$ cat src/rtl/lsu_split_align_pkg.sv
// Shared definitions for the load/store split/align unit: funct3 encodings,
// FSM state enum and the access-size decode helper.
package lsu_pkg;

  // RISC-V load/store funct3 encodings
  localparam logic [2:0] BYTE   = 3'b000;
  localparam logic [2:0] HALF   = 3'b001;
  localparam logic [2:0] WORD   = 3'b010;
  localparam logic [2:0] DWORD  = 3'b011;
  localparam logic [2:0] BYTE_U = 3'b100;
  localparam logic [2:0] HALF_U = 3'b101;
  localparam logic [2:0] WORD_U = 3'b110;

  typedef enum logic [2:0] {
    S_IDLE  = 3'd0,
    S_BEAT0 = 3'd1,
    S_WAIT0 = 3'd2,
    S_BEAT1 = 3'd3,
    S_WAIT1 = 3'd4,
    S_RESP  = 3'd5
  } lsu_state_e;

  // Access size in bytes (1, 2, 4 or 8) from the low two funct3 bits
  function automatic logic [3:0] size_from_funct3(input logic [2:0] funct3);
    case (funct3[1:0])
      2'b00:   return 4'd1;
      2'b01:   return 4'd2;
      2'b10:   return 4'd4;
      default: return 4'd8;
    endcase
  endfunction

endpackage

$ cat src/rtl/lsu_split_align_lane_steer.sv
// Combinational lane steering shared by the store and load paths:
// stores are byte-masked and shifted into a two-word window, loads are
// extracted from a two-word window and sign/zero-extended.
module lsu_lane_steer #(
  parameter int XLEN = 32
) (
  input  logic [$clog2(XLEN/8)-1:0] i_off,
  input  logic [3:0]                i_size,
  input  logic                      i_unsigned,
  input  logic [XLEN-1:0]           i_wdata,
  input  logic [XLEN-1:0]           i_rdata_lo,
  input  logic [XLEN-1:0]           i_rdata_hi,
  output logic [2*XLEN-1:0]         o_wdata_wide,
  output logic [2*XLEN/8-1:0]       o_be_wide,
  output logic [XLEN-1:0]           o_load
);

  localparam int NB = XLEN / 8;

  logic [NB-1:0]   w_mask;
  logic [XLEN-1:0] w_wdata_m;
  logic [XLEN-1:0] w_raw;
  logic            w_sign;
  logic            w_fill;

  // Load window shifted down so the addressed byte lands in lane 0
  assign w_raw = XLEN'({i_rdata_hi, i_rdata_lo} >> {i_off, 3'b000});

  // Store window: masked data and byte enables shifted up to the access offset
  assign o_wdata_wide = {{XLEN{1'b0}}, w_wdata_m} << {i_off, 3'b000};
  assign o_be_wide    = {{NB{1'b0}}, w_mask} << i_off;

  // Size mask, store data masking, and load truncate/extend
  always_comb begin
    // NOTE: every variable gets a default first so no path can leave it unassigned and infer a latch.
    w_mask    = '0;
    w_wdata_m = '0;
    w_sign    = 1'b0;
    o_load    = '0;
    for (int b = 0; b < NB; b++) begin
      if (b < int'(i_size)) begin
        w_mask[b]          = 1'b1;
        w_wdata_m[8*b +: 8] = i_wdata[8*b +: 8];
      end
    end
    case (i_size)
      4'd1:    w_sign = w_raw[7];
      4'd2:    w_sign = w_raw[15];
      4'd4:    w_sign = w_raw[31];
      default: w_sign = w_raw[XLEN-1];
    endcase
    w_fill = ~i_unsigned & w_sign;
    for (int b = 0; b < NB; b++) begin
      o_load[8*b +: 8] = (b < int'(i_size)) ? w_raw[8*b +: 8] : {8{w_fill}};
    end
  end

endmodule

$ cat src/rtl/lsu_split_align.sv
// Load/store unit front end: accepts one core access, issues one or two
// word-aligned memory beats (two when the access crosses a word boundary),
// merges/extends load data and returns a single response.
// Build option: define LSU_MISALIGN_TRAP_EN to reject word-crossing
// accesses with rsp_err instead of splitting them.
module lsu_split_align
  import lsu_pkg::*;
#(
  parameter int XLEN   = 32,
  parameter int ADDR_W = 32
) (
  input  logic              clk,
  input  logic              rst,
  input  logic              req_valid,
  output logic              req_ready,
  input  logic [ADDR_W-1:0] req_addr,
  input  logic [2:0]        req_funct3,
  input  logic              req_we,
  input  logic [XLEN-1:0]   req_wdata,
  output logic              mem_valid,
  input  logic              mem_ready,
  output logic [ADDR_W-1:0] mem_addr,
  output logic              mem_we,
  output logic [XLEN/8-1:0] mem_be,
  output logic [XLEN-1:0]   mem_wdata,
  input  logic              mem_rvalid,
  input  logic [XLEN-1:0]   mem_rdata,
  output logic              rsp_valid,
  input  logic              rsp_ready,
  output logic [XLEN-1:0]   rsp_rdata,
  output logic              rsp_err
);

  localparam int NB    = XLEN / 8;
  localparam int OFF_W = $clog2(NB);

  lsu_state_e        r_state;
  logic [ADDR_W-1:0] r_addr;
  logic [2:0]        r_funct3;
  logic              r_we;
  logic [XLEN-1:0]   r_wdata;
  logic [XLEN-1:0]   r_rdata0;
  logic              r_req_ready;
  logic              r_mem_valid;
  logic [ADDR_W-1:0] r_mem_addr;
  logic              r_mem_we;
  logic [NB-1:0]     r_mem_be;
  logic [XLEN-1:0]   r_mem_wdata;
  logic              r_rsp_valid;
  logic [XLEN-1:0]   r_rsp_rdata;
  logic              r_rsp_err;

  logic              w_idle;
  logic [ADDR_W-1:0] w_addr;
  logic [2:0]        w_funct3;
  logic              w_we;
  logic [XLEN-1:0]   w_wdata;
  logic [OFF_W-1:0]  w_off;
  logic [3:0]        w_size;
  logic              w_split;
  logic              w_illegal;
  logic              w_err;
  logic [ADDR_W-1:0] w_word;
  logic [XLEN-1:0]   w_rdata_lo;
  logic [XLEN-1:0]   w_rdata_hi;
  logic [2*XLEN-1:0] w_wdata_wide;
  logic [2*NB-1:0]   w_be_wide;
  logic [XLEN-1:0]   w_load;
  logic [XLEN-1:0]   w_load_rsp;

  // In IDLE the incoming request drives decode so the first beat can be
  // registered on the acceptance edge; afterwards the latched copy does.
  assign w_idle   = (r_state == S_IDLE);
  assign w_addr   = w_idle ? req_addr   : r_addr;
  assign w_funct3 = w_idle ? req_funct3 : r_funct3;
  assign w_we     = w_idle ? req_we     : r_we;
  assign w_wdata  = w_idle ? req_wdata  : r_wdata;

  assign w_off   = w_addr[OFF_W-1:0];
  assign w_size  = size_from_funct3(w_funct3);
  assign w_split = (int'(w_off) + int'(w_size)) > NB;
  assign w_word  = {w_addr[ADDR_W-1:OFF_W], {OFF_W{1'b0}}};

  assign w_illegal = (w_funct3 == 3'b111)
                   || ((XLEN == 32) && ((w_funct3 == DWORD) || (w_funct3 == WORD_U)))
                   || (w_we && w_funct3[2]);

`ifdef LSU_MISALIGN_TRAP_EN
  assign w_err      = w_illegal || w_split;
  assign w_rdata_hi = '0;
`else
  logic [ADDR_W-1:0] w_word_next;
  assign w_err       = w_illegal;
  assign w_word_next = w_word + ADDR_W'(NB);
  assign w_rdata_hi  = (r_state == S_WAIT1) ? mem_rdata : '0;
`endif

  // The beat completing this cycle is merged straight from the memory bus
  assign w_rdata_lo = (r_state == S_WAIT0) ? mem_rdata : r_rdata0;
  assign w_load_rsp = w_we ? '0 : w_load;

  lsu_lane_steer #(.XLEN(XLEN)) u_steer (
    .i_off        (w_off),
    .i_size       (w_size),
    .i_unsigned   (w_funct3[2]),
    .i_wdata      (w_wdata),
    .i_rdata_lo   (w_rdata_lo),
    .i_rdata_hi   (w_rdata_hi),
    .o_wdata_wide (w_wdata_wide),
    .o_be_wide    (w_be_wide),
    .o_load       (w_load)
  );

  // Access sequencing FSM with registered handshake and data outputs
  always_ff @(posedge clk) begin
    // NOTE: sequential state uses non-blocking assignments so every register samples pre-edge values.
    if (rst) begin
      r_state     <= S_IDLE;
      r_addr      <= '0;
      r_funct3    <= '0;
      r_we        <= 1'b0;
      r_wdata     <= '0;
      r_rdata0    <= '0;
      r_req_ready <= 1'b1;
      r_mem_valid <= 1'b0;
      r_mem_addr  <= '0;
      r_mem_we    <= 1'b0;
      r_mem_be    <= '0;
      r_mem_wdata <= '0;
      r_rsp_valid <= 1'b0;
      r_rsp_rdata <= '0;
      r_rsp_err   <= 1'b0;
    end else begin
      case (r_state)
        S_IDLE: begin
          if (req_valid) begin
            r_addr      <= req_addr;
            r_funct3    <= req_funct3;
            r_we        <= req_we;
            r_wdata     <= req_wdata;
            r_req_ready <= 1'b0;
            if (w_err) begin
              r_state     <= S_RESP;
              r_rsp_valid <= 1'b1;
              r_rsp_rdata <= '0;
              r_rsp_err   <= 1'b1;
            end else begin
              r_state     <= S_BEAT0;
              r_mem_valid <= 1'b1;
              r_mem_addr  <= w_word;
              r_mem_we    <= w_we;
              r_mem_be    <= w_be_wide[NB-1:0];
              r_mem_wdata <= w_wdata_wide[XLEN-1:0];
            end
          end
        end
        S_BEAT0: begin
          if (mem_ready) begin
            r_mem_valid <= 1'b0;
            r_state     <= S_WAIT0;
          end
        end
        S_WAIT0: begin
          if (mem_rvalid) begin
            r_rdata0 <= mem_rdata;
`ifndef LSU_MISALIGN_TRAP_EN
            if (w_split) begin
              r_state     <= S_BEAT1;
              r_mem_valid <= 1'b1;
              r_mem_addr  <= w_word_next;
              r_mem_be    <= w_be_wide[2*NB-1:NB];
              r_mem_wdata <= w_wdata_wide[2*XLEN-1:XLEN];
            end else
`endif
            begin
              r_state     <= S_RESP;
              r_rsp_valid <= 1'b1;
              r_rsp_rdata <= w_load_rsp;
              r_rsp_err   <= 1'b0;
            end
          end
        end
`ifndef LSU_MISALIGN_TRAP_EN
        S_BEAT1: begin
          if (mem_ready) begin
            r_mem_valid <= 1'b0;
            r_state     <= S_WAIT1;
          end
        end
        S_WAIT1: begin
          if (mem_rvalid) begin
            r_state     <= S_RESP;
            r_rsp_valid <= 1'b1;
            r_rsp_rdata <= w_load_rsp;
            r_rsp_err   <= 1'b0;
          end
        end
`endif
        S_RESP: begin
          if (rsp_ready) begin
            r_state     <= S_IDLE;
            r_rsp_valid <= 1'b0;
            r_rsp_rdata <= '0;
            r_rsp_err   <= 1'b0;
            r_req_ready <= 1'b1;
          end
        end
        default: begin
          r_state     <= S_IDLE;
          r_mem_valid <= 1'b0;
          r_rsp_valid <= 1'b0;
          r_req_ready <= 1'b1;
        end
      endcase
    end
  end

  assign req_ready = r_req_ready;
  assign mem_valid = r_mem_valid;
  assign mem_addr  = r_mem_addr;
  assign mem_we    = r_mem_we;
  assign mem_be    = r_mem_be;
  assign mem_wdata = r_mem_wdata;
  assign rsp_valid = r_rsp_valid;
  assign rsp_rdata = r_rsp_rdata;
  assign rsp_err   = r_rsp_err;

endmodule
$ cat config.mk
export PLATFORM = sky130hd
export DESIGN_NAME = lsu_split_align
export DESIGN_NICKNAME = d
export VERILOG_FILES = /design/src/rtl/lsu_split_align_pkg.sv /design/src/rtl/lsu_split_align_lane_steer.sv /design/src/rtl/lsu_split_align.sv
export SDC_FILE = /design/constraint.sdc
export NUM_CORES = 1
export LEC_CHECK = 0
export CAP_MARGIN = 20
export CORE_MARGIN = 1.5
export CORE_UTILIZATION = 35
export CTS_BUF_LIST = sky130_fd_sc_hd__clkbuf_16
export DETAILED_ROUTE_END_ITERATION = 10
export MAX_ROUTING_LAYER = met4
export PLACE_DENSITY = 0.57
export SLEW_MARGIN = 20
export SYNTH_ARGS = -nofsm -noshare
export SYNTH_HDL_FRONTEND = slang
export SYNTH_SLANG_ARGS = --single-unit
$ cat constraint.sdc
create_clock -name clk -period 7.8 [get_ports clk]
set_clock_uncertainty 0.2 [all_clocks]
set_input_delay 1.17 -clock clk [delete_from_list [all_inputs] [get_ports clk]]
set_output_delay 1.17 -clock clk [all_outputs]
set_load 0.01 [all_outputs]
==> results.py, run 1 <==
metrics = {
    "setup_path": {
        "reg2reg_to": "rsp_rdata[17]$_SDFFE_PP0P_",
        "reg2reg_slack_ps": 2490,
        "critical_path.cell_chain": "clkdlybuf4s50_1 > or4b_1 > and2_1 > nand2_1 > fa_1 > xnor2_1 > mux2i_1 > o211ai_1 > nor2_1 > or4b_1 > o2bb2ai_1",
        "cp_data_arrival_time_ps": 5800,
        "timing.setup.critical_path_class": "primary input to flip-flop",
        "cp_slowest_cell": "sky130_fd_sc_hd__or4b_1",
        "end_kind": "flip-flop",
        "start_kind": "primary input",
        "cp_slowest_stage_delay_ps": 840,
        "critPathMostFrequentCell": "sky130_fd_sc_hd__or4b_1",
        "cp_data_required_time_ps": 8050,
        "crit_path_max_fanout": 22,
        "reg2regPathDepth": 11,
        "regToRegStartpoint": "r_state[0]$_SDFFE_PP0P_",
    },
    "placement": {
        "place.detailed.hpwl_mm": 30.0,
        "place_congestion": 0.897,
        "place.port_buffers": 208,
        "placed_instance_count": 2075,
        "placedInstanceArea_mm2": 0.0142,
    },
    "clocking": {
        "cts.htree.levels": 1,
        "clock_tree_from_tritoncts": "yes",
        "clock_latency_ps": 530,
        "post_cts_setup_repair_bufs": 0,
        "post_cts_resized": 0,
        "hold_bufs_at_cts": 0,
        "cts.path.max_buffers": 3,
        "cts.reportedPaths.clkPinSlew_ps": 60,
        "cts_made_buffers": 25,
        "clock-sinks": 206,
        "clock_tree.root_cell": "sky130_fd_sc_hd__clkbuf_16",
    },
    "power": {
        "worst_ir_drop_vdd_mv": 0.326,
        "power.density_cell_area_mw_per_mm2": 337,
        "p_leak_nw": 5.12,
    },
    "routing": {
        "detail_route.first_pass.iterations": 8,
        "antenna_violating_nets_post_route": 0,
        "number_of_drc_markers_after_the_initial_detailed_route_iteration": 1142,
        "post_drt_wl_per_cell_um": 20.0,
        "wl_mm": 42.5,
        "via_count": 12000,
        "vias_per_std_cell": 5.66,
        "drc_violation_count_after_routing": 0,
    },
    "floorplan": {
        "start_util": 0.355,
        "die_y_um": 187,
        "die_area_mm2": 0.0351,
        "io_pins": 211,
        "die_width_um": 187,
        "rows": 67,
        "placeableCoreArea_mm2": 0.0335,
    },
    "logic_synthesis": {
        "synth.most_common_cell": "sky130_fd_sc_hd__nand2_1",
        "synth-main-ff-cell": "sky130_fd_sc_hd__dfxtp_1",
        "async_reset_ff_frac": 0,
        "synth.area.top_cells": "sky130_fd_sc_hd__dfxtp_1 (35%), sky130_fd_sc_hd__nand2_1 (10%), sky130_fd_sc_hd__mux2i_1 (9.2%), sky130_fd_sc_hd__a21oi_1 (8.4%), sky130_fd_sc_hd__clkbuf_1 (3.1%)",
        "synthTopCellsByCount": "sky130_fd_sc_hd__nand2_1 (321), sky130_fd_sc_hd__dfxtp_1 (206), sky130_fd_sc_hd__a21oi_1 (200)",
        "ys_ff_latch": 206,
        "post_syn_instances": 1538,
        "number_of_enable_type_register_cells_in_the_synthesized_netlist": 0,
        "synth.avg_cell_area_um2": 7.74,
        "synth_area_mm2": 0.0119,
        "synth.top_cell.area_share": 0.346,
        "ys_types": 74,
        "synthesis.yosys.warnings": 0,
        "synthDominantAreaCellType": "sky130_fd_sc_hd__dfxtp_1",
        "synth_seq_area_share": 0.346,
    },
    "timing": {
        "max_clock_freq_mhz": 180,
        "timing.final.crit_period_ps": 5550,
        "timing.final.setup_violations": 0,
        "finalHoldViolCount": 0,
        "totalNegativeSetupSlack_ps": 0,
        "tightestPinTransition_ps": 1010,
        "setup_repair_after_global_routing_missed_its_margin": "false",
        "period_share": 0.712,
        "maxSlewHeadroom": 0.326,
        "drv_slew": 0,
    },
    "finish": {
        "final.fill_count": 3402,
        "finish.instance_area_mm2": 0.0149,
        "utilization": 0.444,
        "final-instance-count-excl-fill": 2119,
        "net_total_in_the_final_layout": 1763,
        "synthesis_to_layout_area_growth_pct": 25.1,
        "post_route_cells_drive_above_1_share": 0.0647,
    },
    "global_routing": {
        "grt-ovfl-total": 0,
        "largest_net_degree_at_the_start_of_global_routing": 83,
        "grt_pass1_vias": 11200,
        "grt.total_usage": 0.240,
        "grt_first_pass_wirelength_mm": 65.8,
        "initial_antenna_violation_count": 1,
    },
    "run_status": {
        "result_of_the_run": "completed",
    },
    "min_path": {
        "hp-start": "r_rdata0[29]$_SDFFE_PP0P_",
        "min-delay-path-class": "flip-flop to flip-flop",
        "whs_endpoint": "r_rdata0[29]$_SDFFE_PP0P_",
        "holdPathStages": 2,
    },
    "job": {
        "cap_viol_max_count": 0,
    },
}
sequential cells by signal, summed over array words and instances, names as in the netlist, 3 cells and up:
| register | count |
|---|---|
| mem_wdata | 32 |
| r_addr | 32 |
| r_rdata0 | 32 |
| r_wdata | 32 |
| rsp_rdata | 32 |
| mem_addr | 30 |
| mem_be | 4 |
| r_funct3 | 3 |
| r_state | 3 |
cells by family after synthesis:
kind of cell               Yosys count  synth area share
xor gates and xnor gates            22            0.0162
AOI/OAI and AO/OA                  454             0.248
other                                1          0.000315
and+or+nand+nor                    581             0.227
buffers and inverters              151            0.0550
DFF                                206             0.346
adders and majority gates            3           0.00378
muxes                              120             0.103
routing by layer:
layer,track usage,share of wire,up-vias
met5,-,0,-
met4,0.0575,0.024,0
met3,0.0323,0.056,62
met2,0.376,0.46,418
met1,0.327,0.46,5689
li1,-,-,5816
critical path: cells and delay by family:
kind            cells  cell delay, ps
xor+xnor            1             150
compound gates      2             620
buf+inv             1             590
fa+ha+maj           1             490
simple gates        5            2540
mux                 1             230
cell type report:
class / instances / area (µm²) / share of cell area
diodes: 1 / 2.50 / 0.000168
clock buffers: 25 / 626 / 0.0420
clock inverters: 18 / 104 / 0.00697
inverters: 8 / 30.0 / 0.00201
multi-input cells: 1182 / 7190 / 0.482
flip-flops and latches: 206 / 4130 / 0.277
well taps: 448 / 561 / 0.0376
repair buffers: 231 / 2260 / 0.152
stage by stage:
stage	total power, W	hold WS (ps)	setup slack [ps]
floorplan	0.00311	234	3300
global placement	0.00392	239	1840
detailed placement	0.00394	246	1670
CTS	0.00502	253	2250
global route	0.00531	266	1880
finish	0.00502	252	2250
worst max-delay path by stage:
| stage | depth (start not counted) | startpoint | endpoint |
|---|---|---|---|
| after floorplan | 16 | req_addr[0] | rsp_rdata[21]$_SDFFE_PP0P_ |
| after global placement | 11 | req_funct3[1] | rsp_rdata[8]$_SDFFE_PP0P_ |
| after detailed placement | 11 | req_funct3[1] | rsp_rdata[10]$_SDFFE_PP0P_ |
| after CTS | 11 | req_funct3[1] | rsp_rdata[10]$_SDFFE_PP0P_ |
| after global routing | 11 | req_funct3[1] | rsp_rdata[16]$_SDFFE_PP0P_ |
| final | 11 | req_funct3[1] | rsp_rdata[17]$_SDFFE_PP0P_ |
cell usage in the layout, fill, tap and decap left out, drive strengths merged, types with 5 or more instances in the layout:
cell type and instances:
a32oi 8, o31ai 14, nor4 19, a22oi 7
nor2b 5, nor2 59, clkdlybuf4s50 207, and2 5
nand2b 21, o21ai 56, buf 24, a31oi 10
a21oi 200, a211oi 38, mux2i 112, nand2 322
nor4b 8, nand4 19, or4b 13, o2bb2ai 21
o21a 7, mux2 8, xnor2 7, a32o 9
dfxtp 206, nor3 40, inv 13, nand3 47
o211ai 11, xor2 15, a2111o 6, a222oi 6
clkbuf 25, o22ai 29, o31a 10, clkinv 12
or3 7
power by group:
| part | total (W) | switching (W) | internal (W) |
|---|---|---|---|
| Clock | 0.00107 | 0.000459 | 0.000608 |
| Sequential | 0.00139 | 0.000164 | 0.00122 |
| Combinational | 0.00257 | 0.00166 | 0.000909 |
| Total | 0.00502 | 0.00228 | 0.00274 |
No activity file was read; power rests on OpenSTA's default activity.
==> run 2, diff against run 1 <==
PLACE_DENSITY = 0.59   (was 0.57)
clock period = 4.5 ns   (was 7.8 ns; I/O delays follow)
==> run 2 against run 1 <==
- clock power rose by 79%
- non-clock buffer count rose by 28
- clock-buffer cell count did not move
- sequential cell count did not move
- die area did not move
- largest power group unchanged
==> results.py, run 2 (synthesized netlist as in run 1, its figures left out) <==
metrics = {
    "setup_path": {
        "cp_slowest_cell": "sky130_fd_sc_hd__or3_1",
        "end_kind": "flip-flop",
        "cp_data_arrival_time_ps": 4100,
        "critPathMostFrequentCell": "sky130_fd_sc_hd__nand2_1",
        "critical_path_buf_inv_count": 2,
        "cp_slowest_stage_delay_ps": 520,
        "timing.setup.critical_path_class": "primary input to flip-flop",
        "timing.critical_path.max_delay_family": "simple AND/OR/NAND/NOR gates",
        "cp_data_required_time_ps": 4720,
        "critical_path.cell_chain": "clkdlybuf4s50_1 > or4b_1 > buf_4 > nand2_1 > nand2_1 > fa_1 > xnor2_1 > mux2i_1 > o221ai_2 > a21oi_4 > or3_1 > o32ai_1",
        "start_kind": "primary input",
        "crit_path_max_fanout": 11,
        "reg2regPathDepth": 12,
        "cp_num_cells": 12,
    },
    "power": {
        "power_report.internal_total_w": 0.00491,
        "worst_ir_drop_vdd_mv": 0.350,
        "pwr-share-seq": 0.264,
        "p_leak_nw": 5.25,
        "clock_power_share": 0.215,
        "combinational_cell_fraction_of_total_power": 0.521,
        "sw_frac_of_total": 0.448,
        "p_switching_w": 0.00399,
        "power.density_cell_area_mw_per_mm2": 588,
    },
    "routing": {
        "via_count": 12200,
        "post_drt_wl_per_cell_um": 19.8,
        "wl_mm": 42.5,
        "vias_per_std_cell": 5.67,
        "number_of_drc_markers_after_the_initial_detailed_route_iteration": 1334,
        "antenna_violating_nets_post_route": 0,
        "drc_violation_count_after_routing": 0,
        "detail_route.first_pass.iterations": 6,
    },
    "job": {
        "cap_viol_max_count": 0,
    },
    "floorplan": {
        "rows": 67,
        "die_area_mm2": 0.0351,
        "die_width_um": 187,
        "die_y_um": 187,
        "start_util": 0.355,
        "io_pins": 211,
        "placeableCoreArea_mm2": 0.0335,
    },
    "min_path": {
        "min-delay-path-class": "flip-flop to flip-flop",
        "holdPathStages": 2,
    },
    "clocking": {
        "clock-sinks": 206,
        "cts.path.max_buffers": 3,
        "cts.htree.levels": 1,
        "post_cts_resized": 0,
        "post_cts_setup_repair_bufs": 0,
        "clock_tree.root_cell": "sky130_fd_sc_hd__clkbuf_16",
        "cts_made_buffers": 25,
        "hold_bufs_at_cts": 0,
        "cts.reportedPaths.clkPinSlew_ps": 60,
        "clock_latency_ps": 520,
        "clock_tree_from_tritoncts": "yes",
    },
    "global_routing": {
        "initial_antenna_violation_count": 1,
        "grt-ovfl-total": 0,
        "grt_pass1_vias": 11400,
        "largest_net_degree_at_the_start_of_global_routing": 78,
        "grt_first_pass_wirelength_mm": 66.4,
        "grt.total_usage": 0.241,
    },
    "timing": {
        "totalNegativeSetupSlack_ps": 0,
        "finalHoldViolCount": 0,
        "drv_slew": 0,
        "timing.final.setup_violations": 0,
        "max_clock_freq_mhz": 258,
        "maxSlewHeadroom": 0.354,
        "timing.final.crit_period_ps": 3880,
        "setup_repair_after_global_routing_missed_its_margin": "false",
        "tightestPinTransition_ps": 969,
        "period_share": 0.862,
    },
    "finish": {
        "layout_commonest_cell": "sky130_fd_sc_hd__nand2_1",
        "synthesis_to_layout_area_growth_pct": 27.1,
        "mostFrequentLayoutCells": "sky130_fd_sc_hd__nand2_1 (320), sky130_fd_sc_hd__clkdlybuf4s50_1 (207), sky130_fd_sc_hd__dfxtp_1 (203)",
        "net_total_in_the_final_layout": 1791,
        "seqCellArea_mm2": 0.00413,
        "utilization": 0.452,
        "post_route_cells_drive_above_1_share": 0.0814,
        "final.fill_count": 3358,
        "combined_area_of_the_multi_input_logic_cells_mm2": 0.00717,
    },
    "placement": {
        "place_congestion": 0.917,
        "place.detailed.hpwl_mm": 30.1,
        "place.port_buffers": 208,
    },
    "run_status": {
        "result_of_the_run": "completed",
    },
}
[run 2: area by class of cell]
class | instances | share of cell area
antenna | 1 | 0.000165
clock buffer | 25 | 0.0413
clock inverter | 16 | 0.00851
inverter | 8 | 0.00198
multi-input combinational | 1182 | 0.474
sequential | 206 | 0.273
tap | 448 | 0.0370
timing repair buffer | 259 | 0.165
[run 2: through the flow]
step                std cells  hold WS, ps  total power [W]  setup WS [ps]  instance area (µm²)
finish                   2145          251          0.00890            622                15100
floorplan                1539          234          0.00540            413                11900
detailed placement       2103          246          0.00695            127                14400
CTS                      2144          254          0.00888            649                15100
global route             2145          266          0.00943            470                15100
global placement         2103          239          0.00693            212                14400
[run 2: metal layers]
metal | wire length (µm) | global-route usage | share of wire | vias to the layer above
met1 | 19500 | 0.334 | 0.46 | 5777
met5 | 0 | - | 0 | -
met4 | 961 | 0.0655 | 0.023 | 0
li1 | - | - | - | 5879
met2 | 19300 | 0.369 | 0.45 | 454
met3 | 2820 | 0.0302 | 0.066 | 60
[run 2: worst paths after layout]
| kind | from | end | slack (ps) |
|---|---|---|---|
| worst max-delay path | req_funct3[0] | mem_addr[26]$_SDFFE_PP0P_ | 620 |
| worst min-delay path | r_rdata0[29]$_SDFFE_PP0P_ | r_rdata0[29]$_SDFFE_PP0P_ | 250 |
| worst max register to register | r_state[0]$_SDFFE_PP0P_ | mem_addr[26]$_SDFFE_PP0P_ | 730 |
| worst min register to register | r_rdata0[29]$_SDFFE_PP0P_ | r_rdata0[29]$_SDFFE_PP0P_ | 250 |
[run 2: power groups by stage]
| stage | combinational [W] | clock [W] | sequential [W] |
|---|---|---|---|
| after global routing | 0.00501 | 0.00204 | 0.00238 |
| after CTS | 0.00458 | 0.00195 | 0.00235 |
| final | 0.00464 | 0.00191 | 0.00235 |
| after global placement | 0.00455 | 0 | 0.00238 |
| after detailed placement | 0.00457 | 0 | 0.00238 |
| after floorplan | 0.00304 | 0 | 0.00236 |
[run 2: worst register-to-register path, stage by stage (launching register included)]
cell	delay [ps]
sky130_fd_sc_hd__dfxtp_2	350
sky130_fd_sc_hd__buf_4	240
sky130_fd_sc_hd__o31ai_1	330
sky130_fd_sc_hd__buf_4	190
sky130_fd_sc_hd__and2_1	140
sky130_fd_sc_hd__nand2_1	100
sky130_fd_sc_hd__fa_1	470
sky130_fd_sc_hd__xnor2_1	160
sky130_fd_sc_hd__mux2i_1	120
sky130_fd_sc_hd__o221ai_2	380
sky130_fd_sc_hd__a21oi_4	160
sky130_fd_sc_hd__or3_1	520
sky130_fd_sc_hd__o32ai_1	320
==> run 3, diff against run 2 <==
CTS_BUF_LIST = sky130_fd_sc_hd__clkbuf_4 sky130_fd_sc_hd__clkbuf_8   (was sky130_fd_sc_hd__clkbuf_16)
SYNTH_HIERARCHICAL = 1   (was not set)
==> run 3 against run 2 <==
- via count is 1.5% higher
- sequential share of layout area shrank 0.96 points
- clock power rose by 3%
- core utilization down 0.86 points
- final cell count grew 9.7%
- non-clock buffer count is 13 lower
- setup slack worse by 190 ps
- power decreased by 12%
- sequential cell count is the same
- combinational power is 21% lower
- critical path depth increased by 1
- highest routed layer unchanged
==> results.py, run 3 <==
metrics = {
    "run_status": {
        "result_of_the_run": "completed",
    },
    "clocking": {
        "cts.htree.levels": 2,
        "post_cts_resized": 0,
        "cts_made_buffers": 41,
        "clock_latency_ps": 570,
        "post_cts_setup_repair_bufs": 0,
        "cts.reportedPaths.clkPinSlew_ps": 60,
        "clock_tree_from_tritoncts": "yes",
        "cts.path.max_buffers": 3,
        "hold_bufs_at_cts": 0,
        "clock-sinks": 206,
        "clock_tree.root_cell": "sky130_fd_sc_hd__clkbuf_8",
    },
    "finish": {
        "utilization": 0.443,
        "layout_commonest_cell": "sky130_fd_sc_hd__nand2_1",
        "net_total_in_the_final_layout": 1969,
        "post_route_cells_drive_above_1_share": 0.0942,
        "synthesis_to_layout_area_growth_pct": 25.3,
        "finish.instance_area_mm2": 0.0157,
        "final-instance-count-excl-fill": 2352,
        "mostFrequentLayoutCells": "sky130_fd_sc_hd__nand2_1 (605), sky130_fd_sc_hd__clkdlybuf4s50_1 (207), sky130_fd_sc_hd__dfxtp_1 (206)",
        "final.fill_count": 3568,
    },
    "setup_path": {
        "timing.setup.critical_path_class": "flip-flop to flip-flop",
        "critPathMostFrequentCell": "sky130_fd_sc_hd__or3_1",
        "crit_path_max_fanout": 52,
        "cp_slowest_cell": "sky130_fd_sc_hd__or3_2",
        "start_kind": "flip-flop",
        "critical_path.cell_chain": "or3_2 > or3_1 > o31ai_1 > ha_1 > inv_1 > fa_1 > or2_2 > a211oi_1 > or3_1 > a22o_4 > buf_12 > nor2_1 > a311oi_1",
        "cp_data_required_time_ps": 4750,
        "cp_data_arrival_time_ps": 4320,
        "cp_slowest_stage_delay_ps": 540,
        "end_kind": "flip-flop",
    },
    "timing": {
        "setup_repair_after_global_routing_missed_its_margin": "false",
        "timing.final.crit_period_ps": 4070,
        "drv_slew": 0,
        "finalHoldViolCount": 0,
        "totalNegativeSetupSlack_ps": 0,
        "tightestPinTransition_ps": 850,
        "timing.final.setup_violations": 0,
        "max_clock_freq_mhz": 246,
        "final.setup.worst_slack_ps": 430,
        "maxSlewHeadroom": 0.433,
        "period_share": 0.904,
    },
    "placement": {
        "placedInstanceArea_mm2": 0.0148,
        "place.detailed.hpwl_mm": 27.9,
        "place_congestion": 0.911,
        "placed_instance_count": 2277,
        "preCtsSetupSlack_ps": 132,
        "place.port_buffers": 208,
    },
    "logic_synthesis": {
        "synth_area_mm2": 0.0125,
        "synth.avg_cell_area_um2": 7.30,
        "post_syn_instances": 1715,
        "synthesis.yosys.warnings": 6,
    },
    "floorplan": {
        "placeableCoreArea_mm2": 0.0354,
        "io_pins": 211,
        "die_width_um": 192,
        "die_area_mm2": 0.0369,
        "start_util": 0.354,
        "die_y_um": 192,
        "rows": 69,
    },
    "routing": {
        "wl_mm": 41.2,
        "via_count": 12400,
        "number_of_drc_markers_after_the_initial_detailed_route_iteration": 1136,
        "antenna_violating_nets_post_route": 0,
        "detail_route.first_pass.iterations": 5,
        "vias_per_std_cell": 5.25,
        "drc_violation_count_after_routing": 0,
        "post_drt_wl_per_cell_um": 17.5,
    },
    "power": {
        "sw_frac_of_total": 0.419,
        "clock_power_share": 0.250,
        "worst_ir_drop_vdd_mv": 0.277,
        "pwr-share-seq": 0.284,
        "p_leak_nw": 5.85,
        "combinational_cell_fraction_of_total_power": 0.466,
        "power_report.internal_total_w": 0.00457,
        "p_switching_w": 0.00329,
        "power.density_cell_area_mw_per_mm2": 501,
    },
    "min_path": {
        "min-delay-path-class": "flip-flop to flip-flop",
    },
    "global_routing": {
        "initial_antenna_violation_count": 1,
        "grt_first_pass_wirelength_mm": 64.5,
        "grt.total_usage": 0.227,
        "largest_net_degree_at_the_start_of_global_routing": 113,
        "grt_pass1_vias": 11700,
        "grt-ovfl-total": 0,
    },
    "job": {
        "cap_viol_max_count": 0,
    },
}
## run 3: worst max-delay path: cells and delay by family (launching register included)
family / cells / cell delay (ps)
compound gates: 4 / 950
simple gates: 5 / 1450
flops: 1 / 370
buf+inv: 2 / 340
fa+ha+maj: 2 / 600
## run 3: power groups by stage
stage               combinational (W)  sequential (W)  clock, W
floorplan                     0.00250         0.00227         0
global placement              0.00359         0.00227         0
detailed placement            0.00361         0.00226         0
CTS                           0.00363         0.00223   0.00203
global route                  0.00398         0.00226   0.00211
finish                        0.00366         0.00223   0.00197
## run 3: worst paths after layout
check                                        startpoint                         end  slack, ps  cells past startpoint
worst min register to register  r_addr[31]$_SDFFE_PP0P_     r_addr[31]$_SDFFE_PP0P_        250                      2
worst max-delay path            r_state[2]$_SDFFE_PP0P_  mem_wdata[28]$_SDFFE_PP0P_        430                     13
worst max register to register  r_state[2]$_SDFFE_PP0P_  mem_wdata[28]$_SDFFE_PP0P_        430                     13
worst min-delay path            r_addr[31]$_SDFFE_PP0P_     r_addr[31]$_SDFFE_PP0P_        250                      2
## run 3: cell type report
cell class / count / area [µm²] / area share
inverter: 11 / 41.3 / 0.00263
sequential: 206 / 4120 / 0.263
multi-input combinational: 1354 / 7690 / 0.491
clock inverter: 6 / 43.8 / 0.00279
timing repair buffer: 246 / 2390 / 0.153
tap: 461 / 577 / 0.0368
antenna: 1 / 2.50 / 0.000160
clock buffer: 67 / 803 / 0.0512
## run 3: layer usage
layer	vias up	routed length [µm]	GRT usage
li1	6068	-	-
met1	5824	19100	0.304
met2	402	18800	0.354
met3	59	2390	0.0367
met4	0	850	0.0608
met5	-	0	-
## run 3: per-stage QoR
step / power [W] / hold slack, ps
6_report: 0.00786 / 253
5_1_grt: 0.00835 / 269
4_1_cts: 0.00789 / 254
3_5_place_dp: 0.00588 / 247
3_3_place_gp: 0.00586 / 242
2_1_floorplan: 0.00477 / 236
